File: config.mk
export PLATFORM = sky130hd
export DESIGN_NAME = fetch_stage
export DESIGN_NICKNAME = d
export VERILOG_FILES = /design/src/rtl/core_pkg.sv /design/src/rtl/if_id_reg.sv /design/src/rtl/fetch_stage.sv
export SDC_FILE = /design/constraint.sdc
export NUM_CORES = 1
export LEC_CHECK = 0
export BUFFER_PORTS_ARGS = -buffer_cell sky130_fd_sc_hd__buf_4
export CORE_ASPECT_RATIO = 0.8
export CORE_UTILIZATION = 40
export CTS_CLUSTER_SIZE = 40
export DETAILED_ROUTE_END_ITERATION = 6
export HOLD_SLACK_MARGIN = 0.1
export SLEW_MARGIN = 0
export SYNTH_ARGS = -nofsm -noshare
export SYNTH_HDL_FRONTEND = slang
export SYNTH_SLANG_ARGS = --single-unit
File: constraint.sdc
create_clock -name clk -period 4.5 [get_ports clk]
set_input_delay 0.225 -clock clk [delete_from_list [all_inputs] [get_ports clk]]
set_output_delay 0.225 -clock clk [all_outputs]
set_load 0.01 [all_outputs]
File: src/rtl/core_pkg.sv
// core_pkg: shared types and constants for the 5-stage RISC-V core.
// Fetch-stage additions: NOP encoding, fetch FSM states, IF/ID record.
package core_pkg;

    // addi x0, x0, 0 -- the canonical bubble instruction
    localparam logic [31:0] INSTR_NOP = 32'h0000_0013;

    typedef enum logic [1:0] {
        FETCH_IDLE,
        FETCH_REQ,
        FETCH_WAIT,
        FETCH_HOLD
    } fetch_state_t;

    typedef struct packed {
        logic [31:0] instr;
        logic [31:0] pc;
        logic        valid;
    } if_id_t;

    // Increment that sticks at all-ones instead of wrapping
    function automatic logic [31:0] sat_inc(input logic [31:0] value);
        return (value == 32'hFFFF_FFFF) ? value : value + 32'd1;
    endfunction

endpackage

File: src/rtl/if_id_reg.sv
// if_id_reg: IF/ID pipeline register.
// Priority: flush (bubble) > stall (hold) > load delivered instruction > bubble.
module if_id_reg
    import core_pkg::*;
(
    input  logic   clk,
    input  logic   reset,
    input  logic   stall,
    input  logic   flush,
    input  if_id_t load,
    output if_id_t q
);

    // IF/ID update with flush/stall/load priority
    always_ff @(posedge clk or posedge reset) begin
        // NOTE: state registers use non-blocking assignments so every flop samples pre-edge values.
        if (reset) begin
            q <= '{instr: INSTR_NOP, pc: 32'h0, valid: 1'b0};
        end else if (flush) begin
            q <= '{instr: INSTR_NOP, pc: q.pc, valid: 1'b0};
        end else if (stall) begin
            q <= q;
        end else if (load.valid) begin
            q <= load;
        end else begin
            q <= '{instr: INSTR_NOP, pc: q.pc, valid: 1'b0};
        end
    end

endmodule

File: src/rtl/fetch_stage.sv
// fetch_stage: fetch PC, single-outstanding req/gnt/rvalid instruction fetch,
// one-entry hold buffer for responses that arrive under stall, and the IF/ID
// register. Optional macro FETCH_PERF_CNT_EN adds stall/flush counters.
module fetch_stage
    import core_pkg::*;
#(
    parameter logic [31:0] BOOT_ADDR = 32'h0000_0000
) (
    input  logic        clk,
    input  logic        reset,
    input  logic        stall_ip,
    input  logic        branch_taken_ip,
    input  logic [31:0] branch_target_ip,
    output logic        instr_req_op,
    output logic [31:0] instr_addr_op,
    input  logic        instr_gnt_ip,
    input  logic        instr_rvalid_ip,
    input  logic [31:0] instr_rdata_ip,
    output logic [31:0] ID_instr_op,
    output logic [31:0] ID_pc_op,
    output logic        ID_valid_op
`ifdef FETCH_PERF_CNT_EN
    ,
    output logic [31:0] stall_cycles_op,
    output logic [31:0] flush_cnt_op
`endif
);

    fetch_state_t state_q, state_d;
    logic [31:0]  fetch_pc_q, fetch_pc_d;
    logic [31:0]  inflight_pc_q, inflight_pc_d;
    logic         drop_q, drop_d;
    logic [31:0]  hold_instr_q, hold_pc_q;
    logic         hold_load;
    logic [31:0]  target;
    if_id_t       deliver;
    if_id_t       if_id_q;
    logic         unused_target_lsbs;

    assign target             = {branch_target_ip[31:2], 2'b00};
    assign unused_target_lsbs = ^branch_target_ip[1:0];

    // While a redirected request is still waiting for gnt, keep the stale
    // address on the bus so req/addr stay stable until the handshake completes.
    assign instr_req_op  = (state_q == FETCH_REQ);
    assign instr_addr_op = drop_q ? inflight_pc_q : fetch_pc_q;

    // Next-state, PC, drop flag and delivery decode
    always_comb begin
        // NOTE: every signal gets a default first so no path through the case leaves a latch.
        state_d       = state_q;
        fetch_pc_d    = fetch_pc_q;
        inflight_pc_d = inflight_pc_q;
        drop_d        = drop_q;
        hold_load     = 1'b0;
        deliver       = '{instr: INSTR_NOP, pc: 32'h0, valid: 1'b0};

        unique case (state_q)
            FETCH_IDLE: begin
                state_d = FETCH_REQ;
                if (branch_taken_ip) fetch_pc_d = target;
            end
            FETCH_REQ: begin
                if (instr_gnt_ip || branch_taken_ip) begin
                    if (!drop_q) inflight_pc_d = fetch_pc_q;
                end
                if (instr_gnt_ip) state_d = FETCH_WAIT;
                if (branch_taken_ip) begin
                    fetch_pc_d = target;
                    drop_d     = 1'b1;
                end
            end
            FETCH_WAIT: begin
                if (instr_rvalid_ip) begin
                    state_d = FETCH_REQ;
                    if (drop_q || branch_taken_ip) begin
                        drop_d = 1'b0;
                    end else if (stall_ip) begin
                        hold_load = 1'b1;
                        state_d   = FETCH_HOLD;
                    end else begin
                        deliver    = '{instr: instr_rdata_ip, pc: inflight_pc_q, valid: 1'b1};
                        fetch_pc_d = inflight_pc_q + 32'd4;
                    end
                end else if (branch_taken_ip) begin
                    drop_d = 1'b1;
                end
                if (branch_taken_ip) fetch_pc_d = target;
            end
            FETCH_HOLD: begin
                if (branch_taken_ip) begin
                    fetch_pc_d = target;
                    state_d    = FETCH_REQ;
                end else if (!stall_ip) begin
                    deliver    = '{instr: hold_instr_q, pc: hold_pc_q, valid: 1'b1};
                    fetch_pc_d = hold_pc_q + 32'd4;
                    state_d    = FETCH_REQ;
                end
            end
            default: state_d = FETCH_IDLE;
        endcase
    end

    // FSM state, fetch PC, in-flight PC and drop flag
    always_ff @(posedge clk or posedge reset) begin
        if (reset) begin
            state_q       <= FETCH_IDLE;
            fetch_pc_q    <= BOOT_ADDR;
            inflight_pc_q <= BOOT_ADDR;
            drop_q        <= 1'b0;
        end else begin
            state_q       <= state_d;
            fetch_pc_q    <= fetch_pc_d;
            inflight_pc_q <= inflight_pc_d;
            drop_q        <= drop_d;
        end
    end

    // Hold buffer capture for a response that lands during a stall
    always_ff @(posedge clk) begin
        // NOTE: pure data storage is left unreset; it is only read in HOLD, which is always entered through a write.
        if (hold_load) begin
            hold_instr_q <= instr_rdata_ip;
            hold_pc_q    <= inflight_pc_q;
        end
    end

    if_id_reg u_if_id_reg (
        .clk   (clk),
        .reset (reset),
        .stall (stall_ip),
        .flush (branch_taken_ip),
        .load  (deliver),
        .q     (if_id_q)
    );

    assign ID_instr_op = if_id_q.instr;
    assign ID_pc_op    = if_id_q.pc;
    assign ID_valid_op = if_id_q.valid;

`ifdef FETCH_PERF_CNT_EN
    // Saturating stall-cycle and redirect counters
    always_ff @(posedge clk or posedge reset) begin
        if (reset) begin
            stall_cycles_op <= 32'h0;
            flush_cnt_op    <= 32'h0;
        end else begin
            if (stall_ip)        stall_cycles_op <= sat_inc(stall_cycles_op);
            if (branch_taken_ip) flush_cnt_op    <= sat_inc(flush_cnt_op);
        end
    end
`endif

endmodule
Word level (Yosys, flattened, before mapping)
Index checks and enable logic that the tools add are counted.
Word-level totals
  bits in latches: 0
  memory bits (writable): 0
  logic and storage cells: 68
  bits in read-only memories: 0
  memories: 0
  flip-flop bits (word level): 196
  output and inout bits: 98
Operators by class
  magnitude comparators: 0
  bitwise logic cells: 2
  eq/ne operators: 12
  reduce and logical (&&, ||, !) cells: 10
  add/sub/neg operators: 2
  multipliers: 0
  mux-type cells: 33
  shift operators: 0
  div/mod/pow operators: 0
Operators with widths (count)
  2-to-1 mux 65 bit: 8
  2-to-1 mux 32 bit: 8
  one-hot mux 65 bit (2 select lines): 1
  one-hot mux 32 bit (3 select lines): 1
  adder 32 x 3 -> 32 bit, second input constant: 2
  inequality test 3 bit, second input constant: 5
  2-to-1 mux 2 bit: 6
  one-hot mux 2 bit (4 select lines): 1
  2-to-1 mux 1 bit: 7
  inequality test 2 x 1 -> 1 bit, second input constant: 3
  AND reduction 3 bit: 2
  AND reduction 5 bit: 1
  equality test 2 bit, second input constant: 2
  AND reduction 2 bit: 2
  equality test 2 x 1 -> 1 bit, second input constant: 1
  zero test 2 bit: 1
  logical OR 1 bit: 2
  inequality test 2 bit, second input constant: 1
  NOT 1 bit: 2
  one-hot mux 1 bit (2 select lines): 1
  nonzero test 2 bit: 1
  OR reduction 2 bit: 1

Logic depth before layout (Yosys ltp)
Gate-level depths: netlist of run 1.
  word-level depth: 7
  mapped depth: 9

Cells and area by module
Synthesis of run 1 repeated with hierarchy kept, for this count alone.
Unflattened totals
  cells, all modules: 860
  area total of the unflattened synthesis: 9824.4 µm²
By module, submodules not included
  fetch_stage: times used 1, area an instance 7170.6 µm², cells an instance 646
  if_id_reg: times used 1, area an instance 2653.8 µm², cells an instance 214

Least setup slack after synthesis of run 1
OpenSTA, ideal clock, no wires.
  kind: register to register
  start point: reg state_q[0]
  end point: reg hold_instr_q[0] (enable)
  stages on the path, launching flop included: 7
  slack: 1.285 ns
  buffers on the path: 1
  period minus slack after synthesis: 3.215 ns
  data arrival time: 2.786 ns
  cell sequence: dfrtp_1 -> inv_1 -> ha_1 -> buf_2 -> clkinv_1 -> nor3_1 -> and2_1
Between the ends
  longest elaborated chain between the ends: 2
RTL lines
  start: declaration: RTL line fetch_stage.sv:29  | fetch_state_t state_q, state_d;
  start signal: assignment: RTL line fetch_stage.sv:112  | state_q <= state_d;
  equality test 2 bit: RTL line fetch_stage.sv:58  | unique case (state_q)
  2-to-1 mux 1 bit: RTL line fetch_stage.sv:58
  net hold_load: RTL line fetch_stage.sv:34  | logic hold_load;
  end signal: assignment: RTL line fetch_stage.sv:123  | hold_instr_q <= instr_rdata_ip;
  end: declaration: RTL line fetch_stage.sv:33  | logic [31:0] hold_instr_q, hold_pc_q;
The timed path passes the listed nets, and every way through them passes these cells.
A chain may end at the register's enable or synchronous reset.

Worst setup path after layout of run 1
  start point: reg state_q[0]
  end point: reg u_if_id_reg.q[10] in the netlist's numbering
Between the ends
  longest elaborated chain between the ends: 3
  elaborated cells between the ends (all ways): 4
RTL lines
  equality test 2 bit: RTL line fetch_stage.sv:58
  one-hot mux 65 bit (2 select lines) (*): RTL line fetch_stage.sv:58
  AND reduction 3 bit (no line)
  end signal: assignment: RTL line if_id_reg.sv:22  | q <= q;
  end signal: assignment: RTL line if_id_reg.sv:24  | q <= load;
  end signal: assignment: RTL line if_id_reg.sv:26  | q <= '{instr: INSTR_NOP, pc: q.pc, valid: 1'b0};
  end: declaration: RTL line if_id_reg.sv:11  | output if_id_t q
Every way passes the cells marked *; elsewhere a longest branch is shown, timed or not.

==> results of run 1 <==
-- worst min-delay path, delay by kind of cell --
kind                   cells  cell delay, ps
AO/OA/AOI/OAI              2             200
buffers and inverters      1              90
-- stage by stage --
stage | utilization | cells
after global placement | 0.4790 | 1242
after CTS | 0.5270 | 1322
after floorplan | - | 802
final | 0.5270 | 1322
after detailed placement | 0.4790 | 1242
after global routing | 0.5270 | 1322
-- cells in the mapped netlist, drive strengths merged, types with 24 or more instances --
library cell | number | share of area
dfrtp | 129 | 0.35
nand2 | 93 | 0.039
edfxtp | 64 | 0.21
mux2 | 62 | 0.075
xnor2 | 47 | 0.044
nor2 | 46 | 0.020
a222oi | 42 | 0.045
inv | 41 | 0.017
a21oi | 37 | 0.022
a22oi | 36 | 0.029
o21ai | 29 | 0.016
nand3 | 27 | 0.016
buf | 24 | 0.013
-- cells by family (layout without fill, tap and decap cells) --
kind of cell / after synthesis / in the layout
AO/OA/AOI/OAI: 166 / 166
XOR/XNOR: 56 / 56
adder cells (fa/ha/maj): 6 / 6
buffers and inverters: 90 / 304
flip-flops: 196 / 196
multiplexers: 62 / 62
AND/OR/NAND/NOR: 226 / 226
-- sequential cells by signal, indices dropped and copies added, names as in the netlist --
| signal | count |
|---|---|
| drop_q | 1 |
| hold_pc_q | 32 |
| fetch_pc_q | 32 |
| inflight_pc_q | 32 |
| state_q | 2 |
| u_if_id_reg.q | 65 |
| hold_instr_q | 32 |
-- power by group through the flow --
| stage | clock network, W | registers (W) | logic, W |
|---|---|---|---|
| finish | 0.00156 | 0.00281 | 0.00243 |
| global route | 0.00166 | 0.00287 | 0.00265 |
| CTS | 0.00159 | 0.00280 | 0.00244 |
| detailed placement | 0 | 0.00283 | 0.00240 |
| global placement | 0 | 0.00282 | 0.00236 |
| floorplan | 0 | 0.00273 | 0.00146 |
-- placed cells by master, fill, tap and decap left out, types with 3 or more instances in the layout --
cell type | Yosys | layout
buf_4 | 2 | 181
dfrtp_1 | 129 | 129
nand2_1 | 91 | 91
edfxtp_1 | 64 | 64
mux2_2 | 62 | 62
dlygate4sd3_1 | 0 | 48
xnor2_1 | 47 | 47
nor2_1 | 44 | 43
a222oi_1 | 42 | 42
inv_1 | 40 | 39
a22oi_1 | 36 | 36
a21oi_1 | 35 | 35
nand3_1 | 25 | 25
clkbuf_16 | 0 | 17
nand4_1 | 16 | 16
o21ai_0 | 15 | 15
o21ai_1 | 14 | 12
nor3_1 | 10 | 10
xor2_1 | 9 | 9
and3_1 | 7 | 7
ha_1 | 6 | 6
or3_1 | 5 | 5
a221oi_1 | 5 | 5
a221o_1 | 4 | 4
inv_6 | 0 | 4
inv_8 | 0 | 4
o22ai_1 | 3 | 3
nor4_4 | 3 | 3
nor4_1 | 3 | 3
clkinv_8 | 0 | 3
clkinv_4 | 0 | 3
dfstp_2 | 3 | 3
-- cell type report --
type | instances | area share
multi-input cells | 516 | 0.3092
clock inverters | 15 | 0.01511
well taps | 306 | 0.03211
flip-flops and latches | 196 | 0.4386
clock buffers | 17 | 0.03568
inverters | 43 | 0.01511
repair buffers | 229 | 0.1543
-- path summary, 6_finish.rpt --
check,to,slack (ps),cells after the start
max reg2reg,u_if_id_reg.q[10],1460,7
max,u_if_id_reg.q[10],1460,7
max in group asynchronous,u_if_id_reg.q[37],2920,4
min in group asynchronous,u_if_id_reg.q[9],550,3
min reg2reg,u_if_id_reg.q[28],480,2
min,fetch_pc_q[30],120,3
-- routing by layer --
layer,track usage,part of all wire,up-vias
met2,0.3243,0.43,276
li1,-,-,3374
met4,0.05263,0.010,0
met3,0.04151,0.066,18
met1,0.3529,0.49,3578
met5,0,0,-
==> summary.md, run 1 <==
| Metric | Value |
|---|---|
| Routability Congestion | `0.8381` |
| # fillers | `2052` |
| Cts-stage hold buffer count | `48` |
| Buf/Inv on CP | `3` |
| Post-synthesis adder-cell area fraction | `0.008105` |
| Die X | `172.1 um` |
| EDFF count, synth | `64` |
| FF+latch area | `0.005229 mm^2` |
| Final ANT Viol Nets | `0` |
| Total Power | `0.006792 W` |
| Clk_lat worst skew | `440 ps` |
| Die area | `0.02377 mm^2` |
| Ys Warns | `0` |
| Final instance area | `0.01192 mm^2` |
| Gate Count Post-Synth | `802` |
| Fraction of the cycle the final worst path needs | `0.6752` |
| Max_cap viols | `0` |
| Grt total ovfl | `0` |
| WP data required | `4820 ps` |
| Worst vdd ir | `0.0003198 V` |
| Cts repair resizes | `0` |
| CTS tree | `built` |
| Core area | `0.02262 mm^2` |
| Via density | `5.481` |
| Leak | `5.211 nW` |
| CTS buffer count | `17` |
| Switching share of power | `0.3621` |
| Layout cells sized above 1 | `0.3031` |
| Port Buffer Count | `165` |
| Worst path top cell family by delay | `buffers and inverters` |
| Initial antenna violation count | `0` |
| Minimum clock period | `3038 ps` |
| DP HPWL | `17.30 mm` |
| Largest family of logic cells by synthesized area | `compound AO/OA/AOI/OAI gates` |
| Least-Margin Pin Slew | `970.3 ps` |
| Setup crit end kind | `register` |
| All-Layer GR Usage | `0.2268` |
| Critical path's largest stage delay | `660 ps` |
| Share of flip-flops with an asynchronous set or reset | `0.6735` |
| Worst Path Arrival | `3360 ps` |
| Post-Syn Nets | `878` |
| Drt pass-1 iters | `6` |
| Post-CTS setup buffer count | `0` |
| DR vias | `7246` |
| Startpoint types | `register` |
| Clock share of power | `0.229` |
| Routed wire length | `26.48 mm` |
| Largest net degree at the start of global routing | `104` |
| Switch Pwr | `0.002459 W` |
| Hold WS | `121.8 ps` |
| Initial Utilization | `0.4094` |
| # rows | `49` |
| Fin. Hold Viols | `0` |
| Synth Area in Compound Gates | `0.1331` |
| Total Neg Setup Slack | `0 ps` |
| Antenna cells | `0` |
| Multi-input logic area | `0.003686 mm^2` |
| Flops & latches, synth | `196` |
| Global-route wire length before repair | `40.74 mm` |
| Xor/xnor share of the synthesized area | `0.05295` |
| RSZ-0062 raised after global routing | `no` |
| Synthesized cell area | `0.009263 mm^2` |
| Crit path from | `state_q[0]` |
| Status | `completed` |
| Setup WS pre-CTS | `1513 ps` |
| Setup violations, final | `0` |
| Post-synthesis cell type count | `58` |
| Internal Pwr Total | `0.004333 W` |
| Clock transition at the registers of the reported paths | `70 ps` |
| Relative slew slack | `0.3507` |
| Sequential area share after synthesis | `0.5645` |
| Syn avg cell area | `11.55 um^2` |
| Simple-Gate Fraction of Synth Area | `0.1247` |
| Synth Flop Type | `dfrtp_1` |
| Power share of the combinational group | `0.358` |
| Crit Path Max Fanout | `39` |
| Slew Limit Fails | `0` |
| Routed WL per cell | `20.03 um` |
| Achievable Freq | `329.1 MHz` |
| Worst Slack Setup Final | `1462 ps` |
| CP cell instances | `ha_1 -> bufinv_8 -> nor3_4 -> buf_4 -> nor2_2 -> buf_4 -> a221o_1` |
| Crit-path most repeated cell | `buf_4` |
| Post-synthesis mux area share | `0.07537` |
| H-tree Lvls | `4` |
| Maximum root-to-sink buffer count | `2` |
| Iteration-0 DRC Markers | `810` |
| # DRC | `0` |
| CTS Root Cell | `clkbuf_16` |
| Beginning of the worst hold path | `branch_target_ip[30]` |
| Vias in the first global route | `6960` |
| Placed Area | `0.01084 mm^2` |
| Sequential power share | `0.413` |
| Die H | `138.1 um` |
| Power Dens Cells | `569.7 mW/mm^2` |
| Worst min path class | `in -> reg` |
| Clk_skew | `11.57 ps` |
| I/O pins | `168` |
| Area Growth Syn to Fin | `28.72%` |
| Slowest CP cell | `ha_1` |
| Nets | `1079` |
| R2R Path Start | `state_q[0]` |
| Num Clock Sinks | `196` |
| Crit Path Category | `reg -> reg` |
Note: power is estimated with default switching activity, not from simulation.
==> run 2: changes to the inputs <==
==> constraint.sdc (replaced) <==
create_clock -name clk -period 2.9 [get_ports clk]
set_input_delay 0.145 -clock clk [delete_from_list [all_inputs] [get_ports clk]]
set_output_delay 0.145 -clock clk [all_outputs]
set_load 0.01 [all_outputs]
==> summary.md, run 2 (synthesized netlist as in run 1, its figures left out) <==
| Metric | Value |
|---|---|
| Die H | `138.1 um` |
| CTS tree | `built` |
| Initial antenna violation count | `0` |
| Flop-to-flop setup slack | `360 ps` |
| Clock transition at the registers of the reported paths | `80 ps` |
| Worst vdd ir | `0.0004816 V` |
| Power share of the combinational group | `0.365` |
| Total Power | `0.01054 W` |
| Maximum root-to-sink buffer count | `2` |
| Layout cells sized above 1 | `0.3061` |
| Most common cell after layout, fill and taps aside | `buf_4` |
| CTS buffer count | `17` |
| Final ANT Viol Nets | `0` |
| Antenna cells | `0` |
| Status | `completed` |
| Power Dens Cells | `866.3 mW/mm^2` |
| Largest net degree at the start of global routing | `63` |
| Routed WL per cell | `19.78 um` |
| # DRC | `0` |
| Clk_lat worst skew | `440 ps` |
| Fin. Hold Viols | `0` |
| Fraction of the cycle the final worst path needs | `0.8743` |
| Iteration-0 DRC Markers | `747` |
| # rows | `49` |
| I/O pins | `168` |
| Port Buffer Count | `165` |
| Total Neg Setup Slack | `0 ps` |
| Minimum clock period | `2536 ps` |
| Core area | `0.02262 mm^2` |
| Grt total ovfl | `0` |
| Max_cap viols | `0` |
| Drt pass-1 iters | `7` |
| Reg2Reg Capture Point | `u_if_id_reg.q[21]` |
| Crit Path Max Fanout | `20` |
| Achievable Freq | `394.4 MHz` |
| Sequential power share | `0.412` |
| Largest reg by FF count | `u_if_id_reg.q` |
| Worst min path class | `in -> reg` |
| DP HPWL | `17.54 mm` |
| Routed wire length | `26.66 mm` |
| Leak | `5.321 nW` |
| Area Growth Syn to Fin | `31.30%` |
| CTS Root Cell | `clkbuf_16` |
| Flip-flop count of the largest register after layout | `65` |
| Num Clock Sinks | `196` |
| Relative slew slack | `0.2192` |
| Clk_skew | `13.14 ps` |
| Global-route wire length before repair | `41.24 mm` |
| Vias in the first global route | `7054` |
| Hold Path Stages | `3` |
| Cts repair resizes | `0` |
| Reg2Reg Depth | `7` |
| Via density | `5.483` |
| Initial Utilization | `0.4094` |
| RSZ-0062 raised after global routing | `no` |
| Setup violations, final | `0` |
| Most frequent cells in the layout | `188 x buf_4, 129 x dfrtp_1, 91 x nand2_1` |
| DR vias | `7391` |
| Routability Congestion | `0.8321` |
| Switch Pwr | `0.003837 W` |
| Die area | `0.02377 mm^2` |
| All-Layer GR Usage | `0.2284` |
| Die X | `172.1 um` |
| Post-CTS setup buffer count | `0` |
| Placed instance count | `1252` |
| H-tree Lvls | `4` |
| Beginning of the worst hold path | `branch_taken_ip` |
| Startpoint types | `register` |
| Switching share of power | `0.3641` |
| Internal Pwr Total | `0.006699 W` |
| Non-filler cells, final | `1348` |
| WP data required | `3280 ps` |
| Setup crit end kind | `register` |
| Least-Margin Pin Slew | `1170 ps` |
| Crit Path Category | `reg -> reg` |
| Worst Path Arrival | `2920 ps` |
| Clock share of power | `0.223` |
| Hold endpoint | `fetch_pc_q[17]` |
| Nets | `1105` |
| Slew Limit Fails | `0` |
| R2R Path Start | `state_q[0]` |
## run 2: layout make-up
type,count,area (um^2)
fillers,1997,10460
flip-flops and latches,196,5229
multi-input cells,516,3679
repair buffers,255,2112
clock buffers,17,425.4
well taps,306,382.9
inverters,43,178.9
clock inverters,15,155.1
## run 2: worst max-delay path by stage
stage	from	endpoint	slack (ps)	cells after the start
2_1_floorplan	state_q[0]	hold_instr_q[0]	380	6
3_3_place_gp	state_q[0]	u_if_id_reg.q[21]	400	7
3_5_place_dp	state_q[0]	u_if_id_reg.q[17]	370	7
4_1_cts	state_q[0]	u_if_id_reg.q[23]	350	7
5_1_grt	state_q[0]	u_if_id_reg.q[20]	200	7
6_report	state_q[0]	u_if_id_reg.q[21]	360	7
## run 2: repair_timing
action,in CTS,in global routing
hold endpoints to repair,120,0
hold buffers,64,0
setup endpoints to repair,0,0
## run 2: power groups by stage
stage	Sequential (W)	Clock (W)	Combinational, W
final	0.00434	0.00235	0.00385
after detailed placement	0.00438	0	0.00379
after CTS	0.00433	0.00240	0.00388
after global routing	0.00446	0.00252	0.00417
after global placement	0.00436	0	0.00374
after floorplan	0.00424	0	0.00226
## run 2: metrics by stage
stage / hold slack (ps) / area (um^2) / utilization / setup WS (ps)
finish: 126.1 / 12160 / 0.5376 / 364.5
global placement: 281.2 / 10940 / 0.4836 / 397.4
detailed placement: 296.6 / 10940 / 0.4836 / 373.5
CTS: 106.2 / 12160 / 0.5376 / 353.5
global route: 116.7 / 12160 / 0.5376 / 199.6
floorplan: 243.9 / 9268 / - / 381.4
## run 2: worst max-delay path, stage by stage (launching register included)
cell and delay [ps]:
dfrtp_1 420, ha_1 350, bufinv_8 300, nor3_4 60
nor2_2 910, buf_4 310, nand2_1 60, nand2_1 60
## run 2: routing by layer
metal,GRT usage,part of all wire
met1,0.3536,0.48
met2,0.3317,0.44
met3,0.03979,0.073
met4,0.04984,0.0092
met5,0,0
==> run 3: changes to the inputs <==
--- a/config.mk
+++ b/config.mk
@@ -14,4 +14,5 @@
 export SLEW_MARGIN = 0
 export SYNTH_ARGS = -nofsm -noshare
 export SYNTH_HDL_FRONTEND = slang
+export SYNTH_HIERARCHICAL = 1
 export SYNTH_SLANG_ARGS = --single-unit
==> summary.md, run 3 <==
| Metric | Value |
|---|---|
| Antenna cells | `0` |
| All-Layer GR Usage | `0.2246` |
| Max_cap viols | `0` |
| Reg2Reg Depth | `7` |
| Clock transition at the registers of the reported paths | `90 ps` |
| Flop-to-flop setup slack | `420 ps` |
| Most common cell after layout, fill and taps aside | `buf_4` |
| Synth Flop Type | `dfrtp_1` |
| Share of flip-flops with an asynchronous set or reset | `0.6735` |
| Via density | `5.497` |
| Sequential area share after synthesis | `0.5322` |
| H-tree Lvls | `4` |
| Layout cells sized above 1 | `0.3137` |
| Final ANT Viol Nets | `0` |
| CTS buffer count | `17` |
| RSZ-0062 raised after global routing | `no` |
| Flops & latches, synth | `196` |
| Clk_skew | `18.04 ps` |
| Nets | `1150` |
| Crit-path most repeated cell | `inv_1` |
| Gate Count Post-Synth | `860` |
| Synth cell count leaders | `129 x dfrtp_1, 94 x mux2_2, 70 x nand2_1` |
| Most area-hungry cell type in the Yosys netlist | `dfrtp_1` |
| Core area | `0.02377 mm^2` |
| Post-synthesis cell type count | `56` |
| Largest net degree at the start of global routing | `69` |
| Iteration-0 DRC Markers | `626` |
| Minimum clock period | `2480 ps` |
| Slew Limit Fails | `0` |
| Crit Path Category | `reg -> reg` |
| Post-CTS setup buffer count | `0` |
| Worst vdd ir | `0.0004420 V` |
| Initial antenna violation count | `0` |
| Grt total ovfl | `0` |
| Reg2Reg Capture Point | `u_if_id_reg/q[15]` |
| # DRC | `0` |
| Routed WL per cell | `19.87 um` |
| Relative slew slack | `0.4917` |
| Die H | `142.2 um` |
| Setup WS pre-CTS | `447.3 ps` |
| EDFF count, synth | `64` |
| Total Neg Setup Slack | `0 ps` |
| R2R Path Start | `state_q[0]` |
| CTS Root Cell | `clkbuf_16` |
| Die X | `177.2 um` |
| Crit Path Max Fanout | `19` |
| # fillers | `2094` |
| Largest reg by FF count | `u_if_id_reg/q` |
| I/O pins | `168` |
| Count leader, synth | `dfrtp_1` |
| Post-Syn Nets | `936` |
| Critical path's largest stage delay | `430 ps` |
| Fin. Hold Viols | `0` |
| Maximum root-to-sink buffer count | `2` |
| # rows | `50` |
| Num Clock Sinks | `196` |
| Routed wire length | `27.80 mm` |
| Ys Warns | `6` |
| Worst min path class | `in -> reg` |
| CP cell instances | `inv_1 -> ha_1 -> inv_1 -> o21ai_2 -> nor3b_4 -> buf_4 -> mux2_2` |
| Synth top area share | `0.3286` |
| Syn avg cell area | `11.42 um^2` |
| Startpoint types | `register` |
| Clk_lat worst skew | `440 ps` |
| CTS tree | `built` |
| Drt pass-1 iters | `7` |
| Port Buffer Count | `165` |
| Routability Congestion | `0.8205` |
| Setup crit end kind | `register` |
| Synthesized cell area | `0.009824 mm^2` |
| Fraction of the cycle the final worst path needs | `0.8550` |
| Worst Path Arrival | `2800 ps` |
| Area Growth Syn to Fin | `29.55%` |
| Most frequent cells in the layout | `189 x buf_4, 129 x dfrtp_1, 94 x mux2_2` |
| DP HPWL | `18.28 mm` |
| Setup violations, final | `0` |
| Die area | `0.02520 mm^2` |
| DR vias | `7691` |
| Status | `completed` |
| Achievable Freq | `403.3 MHz` |
| Flip-flop count of the largest register after layout | `65` |
| Setup crit end | `u_if_id_reg/q[15]` |
| WP data required | `3220 ps` |
| Slowest CP cell | `dfrtp_1` |
| Leak | `5.263 nW` |
| Global-route wire length before repair | `43.55 mm` |
| Vias in the first global route | `7527` |
| Least-Margin Pin Slew | `760.6 ps` |
| Worst Slack Setup Final | `420.4 ps` |
| Crit path from | `state_q[0]` |
| Power Dens Cells | `754.8 mW/mm^2` |
| Initial Utilization | `0.4133` |
| Synth top area cells | `dfrtp_1 33%, edfxtp_1 20%, mux2_2 11%` |
==> run 3: logic make-up after synthesis <==
| family | after synthesis | share of synthesized area |
|---|---|---|
| multiplexers | 97 | 0.1111 |
| AO/OA/AOI/OAI | 185 | 0.1327 |
| XOR/XNOR | 56 | 0.04992 |
| AND/OR/NAND/NOR | 246 | 0.1325 |
| buffers and inverters | 74 | 0.03400 |
| flip-flops | 196 | 0.5322 |
| adder cells (fa/ha/maj) | 6 | 0.007641 |
==> run 3: final cells by class <==
type | instances | area [um^2] | area share
repair buffers | 258 | 2160 | 0.1697
inverters | 11 | 41.29 | 0.003244
clock buffers | 17 | 425.4 | 0.03343
well taps | 312 | 390.4 | 0.03067
clock inverters | 15 | 183.9 | 0.01445
multi-input cells | 590 | 4298 | 0.3377
flip-flops and latches | 196 | 5229 | 0.4108
==> run 3: critical path, delay by kind of cell (launching register included) <==
family | cells | cell delay, ps
AND/OR/NAND/NOR | 1 | 210
adder cells (fa/ha/maj) | 1 | 430
flip-flops | 1 | 430
buffers and inverters | 3 | 700
multiplexers | 1 | 380
AO/OA/AOI/OAI | 1 | 210
==> run 3: how the worst min path moves through the flow <==
stage / end / cells after the start / slack (ps) / startpoint
5_1_grt: u_if_id_reg/q[50] / 2 / 250 / branch_taken_ip
3_3_place_gp: inflight_pc_q[27] / 2 / 280 / reset
6_report: u_if_id_reg/q[50] / 2 / 240 / branch_taken_ip
2_1_floorplan: hold_instr_q[0] / 0 / 240 / instr_rdata_ip[0]
3_5_place_dp: inflight_pc_q[27] / 2 / 280 / reset
4_1_cts: u_if_id_reg/q[50] / 2 / 210 / branch_taken_ip
==> run 3: report_power, final <==
part | total (W) | internal, W | leakage [nW] | switching, W
Clock | 0.00243 | 0.00118 | 0.289 | 0.00125
Sequential | 0.00401 | 0.00341 | 2.27 | 0.000598
Combinational | 0.00317 | 0.00161 | 2.71 | 0.00156
==> run 3: metal layers <==
layer | share of wire | track usage
met5 | 0 | 0
met4 | 0.015 | 0.05535
met3 | 0.054 | 0.03900
met2 | 0.44 | 0.3390
met1 | 0.49 | 0.3321
==> run 3: repair_timing <==
item	CTS	global route
hold buffers	64	0
resized for setup	0	0
hold endpoints to repair	115	0
setup endpoints to repair	0	0
==> run 3: metrics by stage <==
| stage | total power [W] | cells | hold WS, ps | cell area [um^2] | util |
|---|---|---|---|---|---|
| 3_3_place_gp | 0.007109 | 1303 | 282.9 | 11480 | 0.4828 |
| 5_1_grt | 0.01014 | 1399 | 245.7 | 12730 | 0.5354 |
| 3_5_place_dp | 0.007159 | 1303 | 276.6 | 11480 | 0.4828 |
| 2_1_floorplan | 0.005907 | 860 | 243.9 | 9836 | - |
| 6_report | 0.009607 | 1399 | 237.4 | 12730 | 0.5354 |
| 4_1_cts | 0.009684 | 1399 | 212.3 | 12730 | 0.5354 |
